--- config.mk ---
export PLATFORM = sky130hd
export DESIGN_NAME = dsp19x2_dot_seq
export DESIGN_NICKNAME = d
export VERILOG_FILES = /design/src/rtl/dsp19x2_dot_seq.sv
export SDC_FILE = /design/constraint.sdc
export NUM_CORES = 1
export LEC_CHECK = 0
export ABC_AREA = 1
export CORE_ASPECT_RATIO = 0.8
export CORE_UTILIZATION = 42
export DETAILED_ROUTE_END_ITERATION = 8
export GPL_ROUTABILITY_DRIVEN = 0
export PLACE_DENSITY = 0.83
export SLEW_MARGIN = 20
export SYNTH_ARGS = -nofsm -noshare
export SYNTH_HDL_FRONTEND = slang
export SYNTH_SLANG_ARGS = --single-unit
--- constraint.sdc ---
create_clock -name CLK -period 4.55 [get_ports CLK]
set_clock_uncertainty 0.15 [all_clocks]
set_input_delay 1.365 -clock CLK [delete_from_list [all_inputs] [get_ports CLK]]
set_output_delay 1.365 -clock CLK [all_outputs]
set_load 0.05 [all_outputs]
--- src/rtl/dsp19x2_dot_seq.sv ---
// rtl/dsp19x2_dot_seq.sv - dot-product job sequencer for one DSP19X2 in multiply-accumulate mode
module dsp19x2_dot_seq #(
    parameter int LEN_W       = 8,
    parameter int DSP_LATENCY = 3
) (
    input  logic             CLK,
    input  logic             RESET,
    input  logic             cmd_valid,
    output logic             cmd_ready,
    input  logic [LEN_W-1:0] cmd_len,
    input  logic [4:0]       cmd_shift,
    input  logic             cmd_round,
    input  logic             cmd_saturate,
    input  logic             cmd_subtract,
    input  logic             cmd_unsigned_a,
    input  logic             cmd_unsigned_b,
    input  logic             op_valid,
    output logic             op_ready,
    input  logic [9:0]       op_a1,
    input  logic [9:0]       op_a2,
    input  logic [8:0]       op_b1,
    input  logic [8:0]       op_b2,
    output logic [9:0]       dsp_a1,
    output logic [9:0]       dsp_a2,
    output logic [8:0]       dsp_b1,
    output logic [8:0]       dsp_b2,
    output logic [2:0]       dsp_feedback,
    output logic             dsp_load_acc,
    output logic [4:0]       dsp_acc_fir,
    output logic [4:0]       dsp_shift_right,
    output logic             dsp_round,
    output logic             dsp_saturate,
    output logic             dsp_subtract,
    output logic             dsp_unsigned_a,
    output logic             dsp_unsigned_b,
    input  logic [18:0]      dsp_z1,
    input  logic [18:0]      dsp_z2,
    output logic             res_valid,
    input  logic             res_ready,
    output logic [18:0]      res_z1,
    output logic [18:0]      res_z2,
    output logic             busy
);

    localparam int CNT_W = (DSP_LATENCY < 1) ? 1 : $clog2(DSP_LATENCY + 1);

    typedef enum logic [1:0] {IDLE, RUN, DRAIN, HOLD} state_t;

    state_t           state_q, state_d;
    logic [LEN_W-1:0] remaining_q;
    logic [CNT_W-1:0] cnt_q;
    logic             first_q;
    logic [9:0]       a1_q, a2_q;
    logic [8:0]       b1_q, b2_q;
    logic [2:0]       feedback_q;
    logic             load_acc_q;
    logic [4:0]       shift_q;
    logic             round_q, saturate_q, subtract_q, unsigned_a_q, unsigned_b_q;
    logic [18:0]      z1_q, z2_q;

    always_ff @(posedge CLK or posedge RESET) begin
        if (RESET) begin
            state_q <= IDLE;
        end else begin
            state_q <= state_d;
        end
    end

    always_comb begin
        state_d = state_q;
        case (state_q)
            IDLE:    if (cmd_valid) state_d = (cmd_len != '0) ? RUN : HOLD;
            RUN:     if (op_valid && remaining_q == LEN_W'(1)) state_d = DRAIN;
            DRAIN:   if (cnt_q == '0) state_d = HOLD;
            HOLD:    if (res_ready) state_d = IDLE;
            default: state_d = IDLE;
        endcase
    end

    always_comb begin
        cmd_ready = (state_q == IDLE);
        op_ready  = (state_q == RUN);
        res_valid = (state_q == HOLD);
        busy      = (state_q != IDLE);
    end

    // Mode bits stay put from latch to the next latch: the DSP pipelines
    // shift/round/saturate internally and samples them late.
    always_ff @(posedge CLK or posedge RESET) begin
        if (RESET) begin
            remaining_q  <= '0;
            cnt_q        <= '0;
            first_q      <= 1'b0;
            a1_q         <= '0;
            a2_q         <= '0;
            b1_q         <= '0;
            b2_q         <= '0;
            feedback_q   <= '0;
            load_acc_q   <= 1'b0;
            shift_q      <= '0;
            round_q      <= 1'b0;
            saturate_q   <= 1'b0;
            subtract_q   <= 1'b0;
            unsigned_a_q <= 1'b1;
            unsigned_b_q <= 1'b1;
            z1_q         <= '0;
            z2_q         <= '0;
        end else begin
            load_acc_q <= 1'b0;
            case (state_q)
                IDLE: begin
                    if (cmd_valid) begin
                        shift_q      <= cmd_shift;
                        round_q      <= cmd_round;
                        saturate_q   <= cmd_saturate;
                        subtract_q   <= cmd_subtract;
                        unsigned_a_q <= cmd_unsigned_a;
                        unsigned_b_q <= cmd_unsigned_b;
                        remaining_q  <= cmd_len;
                        first_q      <= 1'b1;
                        if (cmd_len == '0) begin
                            z1_q <= '0;
                            z2_q <= '0;
                        end
                    end
                end
                RUN: begin
                    if (op_valid) begin
                        a1_q        <= op_a1;
                        a2_q        <= op_a2;
                        b1_q        <= op_b1;
                        b2_q        <= op_b2;
                        load_acc_q  <= 1'b1;
                        feedback_q  <= first_q ? 3'b001 : 3'b000;
                        first_q     <= 1'b0;
                        remaining_q <= remaining_q - LEN_W'(1);
                        if (remaining_q == LEN_W'(1)) cnt_q <= CNT_W'(DSP_LATENCY);
                    end
                end
                DRAIN: begin
                    if (cnt_q != '0) begin
                        cnt_q <= cnt_q - CNT_W'(1);
                    end else begin
                        z1_q <= dsp_z1;
                        z2_q <= dsp_z2;
                    end
                end
                default: ;
            endcase
        end
    end

    assign dsp_a1          = a1_q;
    assign dsp_a2          = a2_q;
    assign dsp_b1          = b1_q;
    assign dsp_b2          = b2_q;
    assign dsp_feedback    = feedback_q;
    assign dsp_load_acc    = load_acc_q;
    assign dsp_acc_fir     = 5'd0;
    assign dsp_shift_right = shift_q;
    assign dsp_round       = round_q;
    assign dsp_saturate    = saturate_q;
    assign dsp_subtract    = subtract_q;
    assign dsp_unsigned_a  = unsigned_a_q;
    assign dsp_unsigned_b  = unsigned_b_q;
    assign res_z1          = z1_q;
    assign res_z2          = z2_q;

endmodule

### Yosys cells after proc, flatten, opt, wreduce, memory -nomap -nowiden

Cells that the tools add are included.

| storage, ports and cells | value |
|---|---|
| flip-flop bits (word level) | 103 |
| input port bits | 99 |
| output and inout bits | 99 |
| logic and storage cells | 74 |

| cells by class | value |
|---|---|
| $add $sub $neg | 2 |
| equality and inequality tests | 13 |
| mux-type cells | 25 |
| reduce and logical (&&, ||, !) cells | 16 |

Operators with widths:

| operator | count |
|---|---|
| $mux W19 | 4 |
| $pmux W19 S2 | 2 |
| $mux W2 | 8 |
| $mux W8 | 2 |
| $pmux W8 S2 | 1 |
| $reduce_and A4 Y1 | 3 |
| $ne A2 B2 Y1 const B | 5 |
| $reduce_bool A2 Y1 | 5 |
| $eq A8 B1 Y1 const B | 1 |
| $logic_not A8 Y1 | 1 |
| $ne A2 B1 Y1 const B | 4 |
| $pmux W2 S4 | 1 |
| $reduce_bool A8 Y1 | 1 |
| $sub A8 B1 Y8 const B | 1 |
| $mux W1 | 5 |
| $eq A2 B2 Y1 const B | 2 |
| $logic_not A2 Y1 | 2 |
| $pmux W2 S2 | 1 |
| $reduce_and A2 Y1 | 2 |
| $reduce_and A3 Y1 | 1 |
| $eq A2 B1 Y1 const B | 1 |
| $pmux W1 S2 | 1 |
| $sub A2 B1 Y2 const B | 1 |
| $logic_and A1 B1 Y1 | 1 |

### Longest topological paths before layout

| logic depth | value |
|---|---|
| depth in word-level cells | 4 |
| depth in mapped cells | 11 |
| mapped depth without buffers | 10 |

### Least setup slack after synthesis

No wires, ideal clock.

| timing path | value |
|---|---|
| path type | reg2out |
| start point | reg state_q[0] |
| end point | out busy |
| arrival | 1.462 ns |
| data required time | 3.035 ns |
| slack | 1.573 ns |
| cell stages (with the launch flop) | 4 |
| path buffers | 0 |
| cells stage by stage | dfrtp_1 > inv_1 > ha_1 > inv_1 |

| between the ends | value |
|---|---|
| longest elaborated chain between the ends | 1 |

RTL lines:

| element | RTL line | source |
|---|---|---|
| start: declaration | 49 | `state_t state_q, state_d;` |
| start signal: assignment | 65 | `state_q <= state_d;` |
| $reduce_bool A2 Y1 | 84 | `busy = (state_q != IDLE);` |
| end: declaration | 42 | `output logic busy` |

No other way between the ends.

### Worst setup path in the final report

| timing path | value |
|---|---|
| start point | reg state_q[1] |
| end point | out op_ready |

| between the ends | value |
|---|---|
| longest elaborated chain between the ends | 1 |

RTL lines:

| element | RTL line | source |
|---|---|---|
| $eq A2 B1 Y1 | 82 | `op_ready = (state_q == RUN);` |
| end: declaration | 18 | `output logic op_ready,` |

No other way between the ends.

==> run_results.csv <==
group,metric,value,unit
yosys,synthMuxAreaShare,2.538,%
global_route,grt_usage,22.33,%
pwr,power_leakage,3.245,nW
critical_path,cp.arrival,2.33,ns
yosys,synth_top_family_by_area,"simple AND/OR/NAND/NOR gates",
sta,rsz0062_at_grt,"false",
yosys,yosysWarnings,0,
sta,fmax,260.2,MHz
floorplanning,dieArea,10980,sq um
pwr,power_frac_clock,12.5,%
critical_path,critPathMaxFanout,17,
cts,cts_tree,"done",
sta,hold_viol_final,0,
yosys,yosysSeqAreaShare,57.02,%
sta,timing.final.crit_share,84.46,%
layout,nets,792,
yosys,synth-adder-area-share,1.974,%
sta,period_minus_slack,3.843,ns
place,io_buffers,190,
cts,cts_resized,0,
global_route,grt_remaining_overflow,0,
cts,postCtsSetupRepairBufs,0,
yosys,syn_inst,508,
pwr,sw_frac_of_total,51.63,%
yosys,avgSynthCellArea,8.734,sq um
sta,hold_ws,0.3208,ns
yosys,synth_top_cell_area_share,55.84,%
cts,cts-root-buf,"clkbuf_16",
yosys,yosys_register_bits,101,
routing,via_count,4107,
run,maxCapViolations,0,
yosys,synth.distinct_cells,25,
place,place_hpwl,8.792,mm
global_route,antenna_found_initial,0,
min_path,hold_path_class,"flip-flop to flip-flop",
yosys,syn-cell-area,4437,sq um
cts,numCtsBuffers,9,
routing,drtIter0Drc,263,
cts,clock_path_buffers,2,
pwr,irDropWorstVdd,0.5678,mV
yosys,synth_xor_area_share,0,%
cts,hold_buffers,0,
floorplanning,initial_core_util,43.33,%
layout,drive_above_1_share,5.644,%
yosys,yosys.area.top_type,"dfrtp_1",
yosys,synth-simple-area-share,28.91,%
outcome,status,"finished clean",
layout,layout_common_cells,"245 x nand2_1, 190 x clkdlybuf4s50_1, 99 x dfrtp_1, 39 x nand4_1",
routing,finalWirelength,12.19,mm
critical_path,setup.worst_path.end_class,"primary output",
global_route,grt_pass1_wl,18.81,mm
pwr,p_int,2.766,mW
layout,final_common_cell,"nand2_1",
critical_path,startpoint_type,"flip-flop",
layout,diodes,0,
sta,finalMaxSlewViolations,0,
critical_path,worst-setup-path-type,"flip-flop to primary output",
global_route,grt_pass1_vias,3842,
routing,vias_per_cell,4.942,
critical_path,required,3.03,ns
layout,syn2layout_area_growth,49.89,%
yosys,synth_area_leaders,"dfrtp_1 56%, nand2_1 21%, nand4_1 5.5%",
sta,final-setup-viol-count,0,
routing,ant_nets,0,
pwr,pwr-share-comb,59.6,%
routing,routedWlPerCell,14.67,microns
routing,drc,0,
cts,clkLatencyLatePin,0.34,ns
sta,setup-tns-final,0,ns
floorplanning,ioPinCount,198,
cts,cts_max_level,3,
floorplanning,die_h,93.93,microns
cts,cts.sinks,101,
floorplanning,row_count,33,
pwr,seqPwrFrac,27.9,%
global_route,grt_max_degree,52,
pwr,p_per_area,860.0,nW/um^2
floorplanning,die_w,116.9,microns
pwr,p_sw,2.953,mW
floorplanning,fp.coreArea,10240,sq um
sta,worstMarginPinSlew,0.7831,ns
routing,first_pass_iters,5,
sta,slew_headroom,47.74,%
yosys,synth-compound-area-share,2.623,%
cts,clk_transition_reported_paths,0.07,ns
==> logic make-up (layout without fill, tap and decap cells) <==
| family | after synthesis | after routing |
|---|---|---|
| simple gates | 311 | 311 |
| flops | 101 | 101 |
| buf+inv | 57 | 234 |
| compound gates | 21 | 21 |
| mux | 10 | 10 |
| fa+ha+maj | 7 | 7 |
| other cells | 1 | 7 |
==> cell type report <==
type	instances	area (sq um)
inverter	22	85.08
timing repair buffer	196	1959
clock inverter	6	46.29
tap	140	175.2
fill	827	3590
multi-input combinational	356	1625
clock buffer	10	229.0
sequential	101	2530
==> sequential cells by signal, indices dropped and copies added (netlist names), 2 cells and up <==
signal,count
dsp_a2,10
res_z1,19
dsp_b2,9
dsp_shift_right,5
cnt_q,2
dsp_a1,10
dsp_b1,9
remaining_q,8
res_z2,19
state_q,2
==> path summary, 6_finish.rpt <==
kind	startpoint	cells past startpoint	to	slack, ns
setup / recovery	state_q[1]$_DFFE_PP0P_	3	op_ready	0.71
hold / removal	cnt_q[1]$_DFFE_PP0P_	2	cnt_q[1]$_DFFE_PP0P_	0.32
setup reg to reg	state_q[0]$_DFFE_PP0P_	8	res_z2[8]$_DFFE_PP0P_	2.03
hold reg to reg	cnt_q[1]$_DFFE_PP0P_	2	cnt_q[1]$_DFFE_PP0P_	0.32
max in group asynchronous	RESET	3	dsp_unsigned_a$_DFFE_PP1P_	2.16
min in group asynchronous	RESET	2	dsp_a1[9]$_DFFE_PP0P_	1.31
==> critical path, stage by stage, from the launching register on <==
cell             delay (ns)
dfrtp_1                0.41
inv_1                  0.11
ha_1                   0.54
clkdlybuf4s50_1        0.92
==> synthesized netlist by cell type <==
cell      instances
a21oi_1           5
buf_1             4
buf_2             6
buf_4            12
buf_6             5
clkbuf_1          8
clkinv_1          1
conb_1            1
dfrtp_1          99
dfstp_2           2
ha_1              7
inv_1            19
inv_2             2
mux2_2           10
nand2_1         245
nand2_2           1
nand3_1           7
nand3_2           1
nand4_1          39
nor2_1           18
o211ai_1          2
o21ai_0          10
o21ai_1           2
o21ai_2           1
o31ai_1           1
==> power by group through the flow <==
| stage | logic (mW) | registers [mW] | clock network, mW |
|---|---|---|---|
| 2_1_floorplan | 1.06 | 2.86 | 0 |
| 3_3_place_gp | 3.34 | 1.57 | 0 |
| 3_5_place_dp | 3.42 | 1.60 | 0 |
| 4_1_cts | 3.43 | 1.59 | 0.731 |
| 5_1_grt | 3.64 | 1.64 | 0.768 |
| 6_report | 3.41 | 1.59 | 0.716 |
==> routing by layer <==
metal,vias to the layer above,global-route usage [%],part of all wire [%]
met2,181,37.67,49
met5,-,0,0
met4,0,5.169,0.76
li1,1956,-,-
met1,1962,28.24,41
met3,8,6.452,8.5
==> metrics by stage <==
step	instances	total power, mW	utilization [%]	setup slack, ns	instance area [sq um]
2_1_floorplan	514	3.922	-	0.3912	4459
4_1_cts	831	5.749	64.94	0.7364	6650
3_5_place_dp	815	5.019	62.26	1.070	6375
6_report	831	5.719	64.94	0.7071	6650
3_3_place_gp	815	4.913	62.26	1.128	6375
5_1_grt	831	6.044	64.94	0.6336	6650
(Power assumes the default switching activity.)
==> RTL edit: new RTL, config.mk and constraints unchanged <==
Make the reset (`RESET`) synchronous in 2 clocked blocks.
--- a/src/rtl/dsp19x2_dot_seq.sv
+++ b/src/rtl/dsp19x2_dot_seq.sv
@@ -59,5 +59,5 @@
     logic [18:0]      z1_q, z2_q;
 
-    always_ff @(posedge CLK or posedge RESET) begin
+    always_ff @(posedge CLK) begin
         if (RESET) begin
             state_q <= IDLE;
@@ -87,5 +87,5 @@
     // Mode bits stay put from latch to the next latch: the DSP pipelines
     // shift/round/saturate internally and samples them late.
-    always_ff @(posedge CLK or posedge RESET) begin
+    always_ff @(posedge CLK) begin
         if (RESET) begin
             remaining_q  <= '0;
Behaviour: differs if RESET is asserted again (counterexample within 4 cycles, from zero or initial values and one cycle with RESET high); with RESET held inactive, the same outputs for 4 cycles.
==> RTL edit against the unedited design <==
  * The flow now finishes with violations (design-rule violations)
  * Sequential cell count did not move
  * Wire length decreased by 2.6%
  * Die area decreased by 7.7%
  * Design area fell by 5.6%
  * Critical path depth is the same
  * Worst setup slack better by 0.13 ns
  * First-iteration DRC count grew 24%
  * Combinational power decreased by 49%
  * Area after synthesis down 7.8%
  * Power shrank 35%
  * Critical path type unchanged
  * Largest cell class unchanged
  * Highest routed layer unchanged
==> RTL edit: results (changes against the unedited design) <==
stage,metric,value,unit,change
pwr,ir_worst_vdd,0.000339,V,-40%
placement,dp_hpwl,8490,um,-3.4%
run_status,status,"complete, but fails checks",,
grt,met2_usage,42.8,%,+5.1 points
placement,dpl_cell_area,5960,um^2,-6.4%
final_layout,multi_input_gates,378,,+6.2%
final_layout,fill_cells,767,,-7.3%
drt,met3_length,633,um,-39%
drt,drc_errors,11,,+11
yosys,synth_area_per_cell,7.53,um^2,-14%
final_layout,multiInputGateArea,1750,um^2,+7.9%
worst_hold_path,min_to,res_z1[5]$_SDFFE_PP0P_,,
final_layout,buf_share,31.1,%,+1.7 points
setup_path,critical_path_arrival,2.20,ns,-0.13 ns
timing,relSlewSlack,47.9,%,+0.13 points
drt,via_per_inst,5.12,,+3.6%
grt,grt_use_met1,27.2,%,-1.1 points
setup_path,worstReg2RegEnd,remaining_q[3]$_SDFFE_PP0P_,,
final_layout,clockNetworkAreaShare,4.98,%,+0.84 points
final_layout,final_util,67.7,%,+2.8 points
grt,grt_pass1_vias,3922,,+2.1%
worst_hold_path,min-delay-start,res_z1[5]$_SDFFE_PP0P_,,
final_layout,inv_count,24,,+9.1%
final_layout,drive_gt1_share,3.64,%,-2.0 points
drt,vias,4244,,+3.3%
yosys,ys.flop_type,dfxtp_1,,
run_status,violations,design-rule violations,,
setup_path,r2r_setup_slack,2.11,ns,+0.08 ns
grt,grt_max_degree,55,,+5.8%
==> RTL edit: changes by cell type after synthesis, sizes merged, moves of 4 or more <==
cell / delta
a21oi: +45
nand3: +4
dfxtp: +101
o21ai: +47
clkbuf: +14
dfrtp: -99
nor2: +99
nand2: -166
mux2: -10
==> RTL edit: where the power goes <==
part           leakage (nW)  internal [mW]  switching (mW)  total (mW)
Sequential            0.823           1.07           0.102        1.17
Combinational          1.37          0.546            1.18        1.73
Clock                 0.154          0.490           0.313       0.803
==> RTL edit: kinds of logic (layout without fill, tap and decap cells) <==
kind of cell / count (synthesis) / count (layout) / share of synthesized area, %
adder cells (fa/ha/maj): 7 / 7 / 2.14
other: 1 / 7 / 0.0917
AND/OR/NAND/NOR: 251 / 251 / 26.0
buffers and inverters: 70 / 235 / 8.23
flip-flops: 101 / 101 / 49.4
AO/OA/AOI/OAI: 113 / 113 / 14.1
